[src/rtl/apb_master_param.sv]
// APB4 master bridging a valid/ready request port to a single APB slave.
// Back-to-back transfers skip IDLE; an optional wait-cycle timeout aborts hung ACCESS phases.
module apb_master_param #(
  parameter int ADDR_W      = 8,
  parameter int DATA_W      = 8,
  parameter int TIMEOUT_CYC = 16
) (
  input  logic                pclk,
  input  logic                presetn,
  input  logic                req_valid,
  output logic                req_ready,
  input  logic                req_write,
  input  logic [ADDR_W-1:0]   req_addr,
  input  logic [DATA_W-1:0]   req_wdata,
  input  logic [DATA_W/8-1:0] req_strb,
  output logic                rsp_valid,
  output logic [DATA_W-1:0]   rsp_rdata,
  output logic                rsp_err,
  output logic                rsp_timeout,
  output logic                psel,
  output logic                penable,
  output logic                pwrite,
  output logic [ADDR_W-1:0]   paddr,
  output logic [DATA_W-1:0]   pwdata,
  output logic [DATA_W/8-1:0] pstrb,
  input  logic                pready,
  input  logic [DATA_W-1:0]   prdata,
  input  logic                pslverr
);

  localparam int STRB_W = DATA_W / 8;
  localparam int CNT_W  = (TIMEOUT_CYC > 1) ? $clog2(TIMEOUT_CYC) : 1;
  localparam logic [CNT_W-1:0] CNT_LAST = CNT_W'((TIMEOUT_CYC > 0) ? TIMEOUT_CYC - 1 : 0);
  localparam bit TO_EN = (TIMEOUT_CYC > 0);

  typedef enum logic [1:0] {IDLE, SETUP, ACCESS} state_e;

  state_e              state_q;
  logic                psel_q;
  logic                penable_q;
  logic                pwrite_q;
  logic [ADDR_W-1:0]   paddr_q;
  logic [DATA_W-1:0]   pwdata_q;
  logic [STRB_W-1:0]   pstrb_q;
  logic [CNT_W-1:0]    wait_q;
  logic [CNT_W-1:0]    wait_d;
  logic                rsp_valid_q;
  logic [DATA_W-1:0]   rsp_rdata_q;
  logic                rsp_err_q;
  logic                rsp_timeout_q;
  logic                accept;
  logic                timeout_hit;

  // A completing ACCESS frees the port in the same cycle so the next request can chain.
  assign req_ready   = (state_q == IDLE) || ((state_q == ACCESS) && pready);
  assign accept      = req_valid && req_ready;
  assign timeout_hit = TO_EN && (wait_q == CNT_LAST);
  assign wait_d      = wait_q + CNT_W'(1);

  always_ff @(posedge pclk or negedge presetn) begin
    if (!presetn) begin
      state_q       <= IDLE;
      psel_q        <= 1'b0;
      penable_q     <= 1'b0;
      pwrite_q      <= 1'b0;
      paddr_q       <= '0;
      pwdata_q      <= '0;
      pstrb_q       <= '0;
      wait_q        <= '0;
      rsp_valid_q   <= 1'b0;
      rsp_rdata_q   <= '0;
      rsp_err_q     <= 1'b0;
      rsp_timeout_q <= 1'b0;
    end else begin
      rsp_valid_q <= 1'b0;

      // Accept only happens in IDLE or a completing ACCESS, both of which start a new SETUP.
      if (accept) begin
        pwrite_q <= req_write;
        paddr_q  <= req_addr;
        pwdata_q <= req_wdata;
        pstrb_q  <= req_write ? req_strb : '0;
      end

      case (state_q)
        IDLE: begin
          if (accept) begin
            psel_q    <= 1'b1;
            penable_q <= 1'b0;
            state_q   <= SETUP;
          end
        end
        SETUP: begin
          penable_q <= 1'b1;
          wait_q    <= '0;
          state_q   <= ACCESS;
        end
        ACCESS: begin
          if (pready) begin
            rsp_valid_q   <= 1'b1;
            rsp_rdata_q   <= pwrite_q ? '0 : prdata;
            rsp_err_q     <= pslverr;
            rsp_timeout_q <= 1'b0;
            penable_q     <= 1'b0;
            if (accept) begin
              state_q <= SETUP;
            end else begin
              psel_q  <= 1'b0;
              state_q <= IDLE;
            end
          end else if (timeout_hit) begin
            rsp_valid_q   <= 1'b1;
            rsp_rdata_q   <= '0;
            rsp_err_q     <= 1'b1;
            rsp_timeout_q <= 1'b1;
            psel_q        <= 1'b0;
            penable_q     <= 1'b0;
            state_q       <= IDLE;
          end else begin
            wait_q <= wait_d;
          end
        end
        default: begin
          psel_q    <= 1'b0;
          penable_q <= 1'b0;
          state_q   <= IDLE;
        end
      endcase
    end
  end

  assign psel        = psel_q;
  assign penable     = penable_q;
  assign pwrite      = pwrite_q;
  assign paddr       = paddr_q;
  assign pwdata      = pwdata_q;
  assign pstrb       = pstrb_q;
  assign rsp_valid   = rsp_valid_q;
  assign rsp_rdata   = rsp_rdata_q;
  assign rsp_err     = rsp_err_q;
  assign rsp_timeout = rsp_timeout_q;

endmodule

[config.mk]
export PLATFORM = sky130hd
export DESIGN_NAME = apb_master_param
export DESIGN_NICKNAME = d
export VERILOG_FILES = /design/src/rtl/apb_master_param.sv
export SDC_FILE = /design/constraint.sdc
export NUM_CORES = 1
export LEC_CHECK = 0
export ABC_AREA = 1
export ABC_CLOCK_PERIOD_IN_PS = 2800
export CORE_ASPECT_RATIO = 0.75
export CORE_MARGIN = 3
export CORE_UTILIZATION = 40
export CTS_CLUSTER_SIZE = 40
export DETAILED_ROUTE_END_ITERATION = 8
export PLACE_DENSITY = 0.83
export SETUP_SLACK_MARGIN = 0.15
export SYNTH_ARGS = -nofsm -noshare
export SYNTH_HDL_FRONTEND = slang
export SYNTH_SLANG_ARGS = --single-unit
[constraint.sdc]
create_clock -name pclk -period 2.8 [get_ports pclk]
set_input_delay 0.56 -clock pclk [delete_from_list [all_inputs] [get_ports pclk]]
set_output_delay 0.56 -clock pclk [all_outputs]
set_load 0.01 [all_outputs]
**Word-level counts from Yosys, hierarchy flattened**

Index checks and enable logic that the tools add are counted.

- Add/sub/neg operators: 1
- Equal/unequal tests: 8
- Mux-type cells: 26
- Bitwise operators: 1
- Reductions and logical operators: 10

Operators by type and width:

| cell | number |
|---|---|
| $mux W8 | 3 |
| $mux W1 | 14 |
| $mux W4 | 2 |
| $pmux W4 S2 | 1 |
| $mux W2 | 3 |
| $ne A2 B2 Y1 const B | 3 |
| $ne A3 B3 Y1 const B | 2 |
| $pmux W1 S3 | 2 |
| $pmux W2 S3 | 1 |
| $add A4 B1 Y4 const B | 1 |
| $eq A4 B4 Y1 const B | 1 |
| $reduce_and A2 Y1 | 2 |
| $reduce_and A4 Y1 | 1 |
| $reduce_bool A2 Y1 | 2 |
| $reduce_and A3 Y1 | 1 |
| $eq A2 B1 Y1 const B | 1 |
| $eq A2 B2 Y1 const B | 1 |
| $logic_and A1 B1 Y1 | 2 |
| $logic_not A2 Y1 | 1 |
| $logic_or A1 B1 Y1 | 1 |
| $not A1 Y1 | 1 |

- Bits in registers: 37
- Output and inout port bits: 32
- Word-level logic and storage cells: 58

**Longest topological paths before layout**

Gate-level depths: netlist of the first run.

- Word-level depth: 7
- Depth in mapped cells: 7
- Mapped depth without buffers: 7

**Worst setup path after synthesis of the first run**

Ideal clock, no wire load.

- Kind: input to output
- Start: in pready
- End: out req_ready
- Arrival time: 0.783 ns
- Required time: 2.240 ns
- Path slack: 1.457 ns
- Stages on the path: 2
- Cell sequence: inv_2 a21oi_4

- Longest elaborated chain between the ends: 2

Ends and longest elaborated chain:

| element | line | RTL |
|---|---|---|
| start: declaration | 26 | `input logic pready,` |
| $logic_and A1 B1 Y1 | 55 | `assign req_ready = (state_q == IDLE) \|\| ((state_q == ACCESS) && pready);` |
| $logic_or A1 B1 Y1 | 55 |  |
| end: declaration | 11 | `output logic req_ready,` |

No other way between the ends.

**Worst setup path after layout of the first run**

Ends and elaborated chain as after synthesis.

==> impl_results.md, run 1 <==
* Status: finished clean
* Cell Area, Placed at 2150 um^2
* Die height at 59.1 um
* Max-slew violation count at 0
* Clk slew on worst S/H paths at roughly 0.060 ns
* Worst vdd ir at 0.429 mV
* TritonRoute pass-1 iters at 5
* # clock sinks at 36
* Startpoint Class: input pin
* Required @ worst endpoint at 2.24 ns
* Fillers at 305
* Storage element area at between 900 and 1000 um^2
* Distinct cells, synth at 20
* Post-CTS sizing at 0
* Initial Util at 43.6%
* Syn_nets at 202
* TritonCTS Buffers at 5
* Gr busiest metal: met2
* Worst path cell trace: clkdlybuf4s50_1 -> inv_2 -> a21oi_4 -> clkdlybuf4s50_1
* Met1 usage at between 20% and 30%
* Root buffer cell: clkbuf_8
* Cell Area, Synth at roughly 1500 um^2
* DR vias at 1270
* CTS tree: done
* Synth Area in Simple Gates at between 30% and 40%
* Cell taking the most area after synthesis: dfrtp_1
* Post-synthesis sequential area ratio at 60.0%
* CP Max Fanout at 5
* CP max-delay cell: clkdlybuf4s50_1
* H-tree levels at 2
* RSZ-0062 raised after global routing: false
* Vias in the first global route at 1251
* Leakage at 1.11 nW
* N_diodes at 0
* PwrDens at approximately 800 nW/um^2
* Max Cap Viol at 0
* P_sw at 562 uW
* Worst-Margin Slew at 0.782 ns
* First-pass GRT wire length at 5.75 mm
* Hold Buf Count CTS at 0
* Post-synth top area share at about three fifths
* Share of cells above drive strength 1 at 6.78%
* GP Congestion at ~0.83
* Setup crit end kind: output port
* Most frequent cells in the layout: 87 x nand2_1, 61 x clkdlybuf4s50_1, 36 x dfrtp_1
* Commonest non-fill, non-tap cell in the layout: nand2_1
* Layout area overhead at 48.5%
* Initial antenna violation count at 0
* Max clock buf depth at 2
* Final Cycle Share at 86.8%
* Post-synthesis mux area share at 0%
* # DRC at 0
* Largest family of logic cells by synthesized area: simple AND/OR/NAND/NOR gates
* Ys Warns at 0
* Min cycle time layout at 2.43 ns
* Fmax at 411 MHz
* Post-Synth XOR/XNOR Area at 0.583%
* Max-slew headroom at 47.9%
* Final hold vios at 0
* Drt wl/cell at 11.7 um
* Internal power at between 1 and 1.5 mW
* # IOs at 63
* Post-CTS Setup Inserts at 0
* Proportion of power drawn by the clock network at 19.0%
* DRT iter0 DRCs at 34
* Setup_tns at 0 ns
* Row count at 18
* CP most frequent cell: clkdlybuf4s50_1
* Max stage delay on crit path at 0.56 ns
* Met2 usage at about a quarter
* Yosys reg bits at 36
* Gate Count Post-Synth at between 150 and 200
* Core area at 3450 um^2
* Total track usage at 16.6%
* Main area contributors after synthesis: dfrtp_1 60%, nand2_1 22%, nand3_1 4.0%
* Final non-filler cell total at 286
* Hpwl dp at 2.45 mm
* Vias per inst at about 4.4
* Clock latency on the worst-skew pair at 0.28 ns
* Area of the multi-input gates at 531 um^2
* Hold WC Path Type: input pin to async pin
* Overflow after GRT at 0
* Kind of critical path: input pin to output port
* # nets final at 268
* Inst Count DP at 279
* Largest net degree at the start of global routing at 37
* Comb power frac at 37.1%
* Die Wd at 76.8 um
* Remaining antenna violation count at 0
* Sw frac at a little under a third
* Hold_ws at 0.359 ns
* Final wirelength at 3.34 mm
* Part of the power in registers at 43.9%
* Port Buffers at 62
* Synth Area in Compound Gates at under 10%
* Die Footprint at about 4500 um^2
* Worst EP arrival at 1.87 ns
* Skew final at 0.00436 ns
* Met3 Usage GRT at 9.12%
* Fin area at 2230 um^2
* Adder-cell share of the synthesized area at less than 1%
* Final setup vio count at 0
* Mean Syn Cell Area at 8.84 um^2
## cell usage after synthesis
library cell,instances
o21ai_2,1
buf_2,1
ha_1,1
nand2_4,2
inv_4,1
o21ai_0,3
clkinv_1,1
dfrtp_1,36
inv_2,1
xor2_1,1
inv_1,8
nor2_2,2
nand3_1,12
nand3_2,1
nand2_1,87
a21oi_4,1
nor2_1,7
buf_6,2
nand4_1,1
a21oi_1,1
## worst max-delay path: cells and delay by family
kind / cells / cell delay, ns
AOI/OAI and AO/OA: 1 / 0.16
buffers and inverters: 3 / 1.16
## state kept, by name, summed over array words and instances, names as in the netlist, 4 cells and up
| signal | cells |
|---|---|
| wait_q | 4 |
| paddr | 8 |
| rsp_rdata | 8 |
| pwdata | 8 |
## worst paths after layout
kind | startpoint | endpoint | slack (ns) | depth (start not counted)
worst max-delay path | pready | req_ready | 0.37 | 4
worst min-delay path | presetn | penable | 0.36 | 1
worst max register to register | wait_q[0] | rsp_timeout | 1.36 | 5
worst min register to register | rsp_rdata[1] | rsp_rdata[1] | 0.47 | 2
max in group asynchronous | presetn | pwdata[4] | 1.95 | 1
min in group pclk | rsp_rdata[1] | rsp_rdata[1] | 0.47 | 2
## through the flow
step	utilization, %	worst slack, ns	total power, mW
2_1_floorplan	-	1.46	1.06
3_3_place_gp	62.5	0.384	1.43
3_5_place_dp	62.5	0.359	1.45
4_1_cts	64.7	0.359	1.79
5_1_grt	64.7	0.320	1.90
6_report	64.7	0.368	1.76
## metal layers
metal / routed length [um] / share of wire, %
met1: 1450 / 43
met5: 0 / 0
met2: 1480 / 44
met3: 368 / 11
met4: 38 / 1.1
## power by group through the flow
stage	logic [mW]	clock network (mW)	registers (mW)
after floorplan	0.213	0	0.843
after global placement	0.650	0	0.780
after detailed placement	0.665	0	0.780
after CTS	0.665	0.351	0.777
after global routing	0.722	0.375	0.801
final	0.654	0.336	0.775
## layout make-up
cell class | count | share of cell area, %
clock inverters | 1 | 0.224
flip-flops and latches | 36 | 40.4
clock buffers | 6 | 3.25
inverters | 11 | 1.96
repair buffers | 62 | 27.6
well taps | 50 | 2.80
multi-input cells | 120 | 23.8
## logic make-up (layout without fill, tap and decap cells)
| kind of cell | count (synthesis) | after routing |
|---|---|---|
| flops | 36 | 36 |
| xor+xnor | 1 | 1 |
| buf+inv | 14 | 80 |
| fa+ha+maj | 1 | 1 |
| compound gates | 6 | 6 |
| simple gates | 112 | 112 |
Power figures use the tool's default switching activity.
==> inputs of run 2 (changes only) <==
--- a/config.mk
+++ b/config.mk
@@ -7,12 +7,14 @@
 export LEC_CHECK = 0
 export ABC_AREA = 1
 export ABC_CLOCK_PERIOD_IN_PS = 2800
+export CELL_PAD_IN_SITES_DETAIL_PLACEMENT = 0
+export CELL_PAD_IN_SITES_GLOBAL_PLACEMENT = 1
 export CORE_ASPECT_RATIO = 0.75
 export CORE_MARGIN = 3
-export CORE_UTILIZATION = 40
+export CORE_UTILIZATION = 32
 export CTS_CLUSTER_SIZE = 40
 export DETAILED_ROUTE_END_ITERATION = 8
-export PLACE_DENSITY = 0.83
+export PLACE_DENSITY = 0.9
 export SETUP_SLACK_MARGIN = 0.15
 export SYNTH_ARGS = -nofsm -noshare
 export SYNTH_HDL_FRONTEND = slang
==> run 2 against run 1 <==
Wire length up 6.6%. First-iteration DRC count is 59% higher. Power down 0.68%. Maximum frequency shrank 0.95%. Register-to-register slack worse by 0.04 ns. Flip-flop and latch count unchanged. Via count up 2.2%. Combinational power hardly changed. Final cell count increased by 1.0%. Die area increased by 23%. Critical endpoint unchanged. Largest cell class unchanged.
==> impl_results.md, run 2 (same netlist as run 1, synthesis figures left out) <==
* Status: finished clean
* Hold Buf Count CTS at 0
* Final wirelength at 3.56 mm
* DRT iter0 DRCs at 54
* Worst EP arrival at about 1.9 ns
* Max clock buf depth at 2
* Sw frac at 31.9%
* Commonest non-fill, non-tap cell in the layout: nand2_1
* CP Max Fanout at 5
* Drt wl/cell at about 12 um
* # IOs at 63
* Part of the power in registers at 44.4%
* Die Footprint at 5560 um^2
* Layout area overhead at 48.3%
* DR vias at 1298
* Final hold vios at 0
* RSZ-0062 raised after global routing: false
* Final Cycle Share at 87.7%
* Total track usage at 14.1%
* Gr busiest metal: met2
* Max-slew violation count at 0
* Initial Util at 35.1%
* Fmax at 407 MHz
* First-pass GRT wire length at a little over 6 mm
* H-tree levels at 2
* Core area at 4280 um^2
* Overflow after GRT at 0
* GP Congestion at 0.731
* Min cycle time layout at 2.46 ns
* Vias in the first global route at 1325
* Clk slew on worst S/H paths at 0.06 ns
* Required @ worst endpoint at ~2.2 ns
* Worst vdd ir at around 0.38 mV
* Die height at 65.3 um
* Met3 Usage GRT at 6.52%
* Most frequent cells in the layout: 87 x nand2_1, 61 x clkdlybuf4s50_1, 36 x dfrtp_1
* Setup_tns at 0 ns
* Worst reg2reg path depth at 5
* P_sw at roughly 560 uW
* TritonRoute pass-1 iters at 4
* Setup crit end kind: output port
* Met2 usage at 20.8%
* Startpoint Class: input pin
* Max-slew headroom at approximately 47%
* Root buffer cell: clkbuf_8
* # clock sinks at 36
* Leakage at approximately 1.1 nW
* PwrDens at 787 nW/um^2
* Kind of critical path: input pin to output port
* Largest net degree at the start of global routing at 37
* Hold WC Path Type: input pin to async pin
* Share of cells above drive strength 1 at roughly 6.4%
* # nets final at 268
* Max Cap Viol at 0
* Initial antenna violation count at 0
* Vias per inst at 4.49
* Proportion of power drawn by the clock network at 18.3%
* Die Wd at 85.1 um
* Post-CTS sizing at 0
* Internal power at 1.19 mW
* Met1 usage at between 10% and 20%
* Final core occ at 52.1%
* Worst-Margin Slew at 0.789 ns
* Hpwl dp at 2.55 mm
* Row count at 20
* Remaining antenna violation count at 0
* Skew final at ~0.0039 ns
* N_diodes at 0
* Fillers at 415
* Final setup vio count at 0
* Comb power frac at 37.3%
* Clock latency on the worst-skew pair at 0.28 ns
* # DRC at 0
* CTS tree: done
* Post-CTS Setup Inserts at 0
* Port Buffers at 62
* TritonCTS Buffers at 5
run 2: cell count changes in the layout (fill, tap and decap cells not counted), sizes merged:
cell / change
clkbuf: -1
clkinv: -1
run 2: final timing paths:
path                               from            to  slack (ns)
setup / recovery                 pready     req_ready        0.34
hold / removal                  presetn          psel        0.36
setup reg to reg              wait_q[0]   rsp_timeout        1.32
hold reg to reg            rsp_rdata[5]  rsp_rdata[5]        0.47
max in group asynchronous       presetn     pwdata[2]        1.94
min in group pclk          rsp_rdata[5]  rsp_rdata[5]        0.47
run 2: per-stage QoR:
step | cell area, um^2 | hold WS, ns | std cells | setup WS, ns | power, mW
floorplan | 1500 | 0.264 | 170 | 1.46 | 1.06
global placement | 2160 | 0.457 | 284 | 0.340 | 1.44
detailed placement | 2160 | 0.463 | 284 | 0.339 | 1.45
CTS | 2230 | 0.394 | 289 | 0.330 | 1.78
global route | 2230 | 0.439 | 289 | 0.283 | 1.88
finish | 2230 | 0.356 | 289 | 0.345 | 1.75
run 2: layer usage:
layer  routed length, um  vias up
li1                    -      651
met1                1630      593
met2                1500       49
met5                   0        -
met3                 391        5
met4                  32        0
run 2: final cells by class:
cell class	instances	area, um^2	area share, %
multi-input combinational	120	531	23.8
tap	55	68.8	3.09
inverter	11	43.8	1.97
sequential	36	901	40.4
clock buffer	5	68.8	3.09
timing repair buffer	62	616	27.6
run 2: power groups by stage:
stage,clock network [mW],logic [mW],registers [mW]
floorplan,0,0.213,0.843
finish,0.321,0.653,0.779
global route,0.361,0.718,0.803
detailed placement,0,0.665,0.784
global placement,0,0.656,0.782
CTS,0.336,0.666,0.781
run 2: worst max-delay path, stage by stage:
cell and delay (ns):
clkdlybuf4s50_1 0.52, inv_2 0.09, a21oi_4 0.16, clkdlybuf4s50_1 0.56
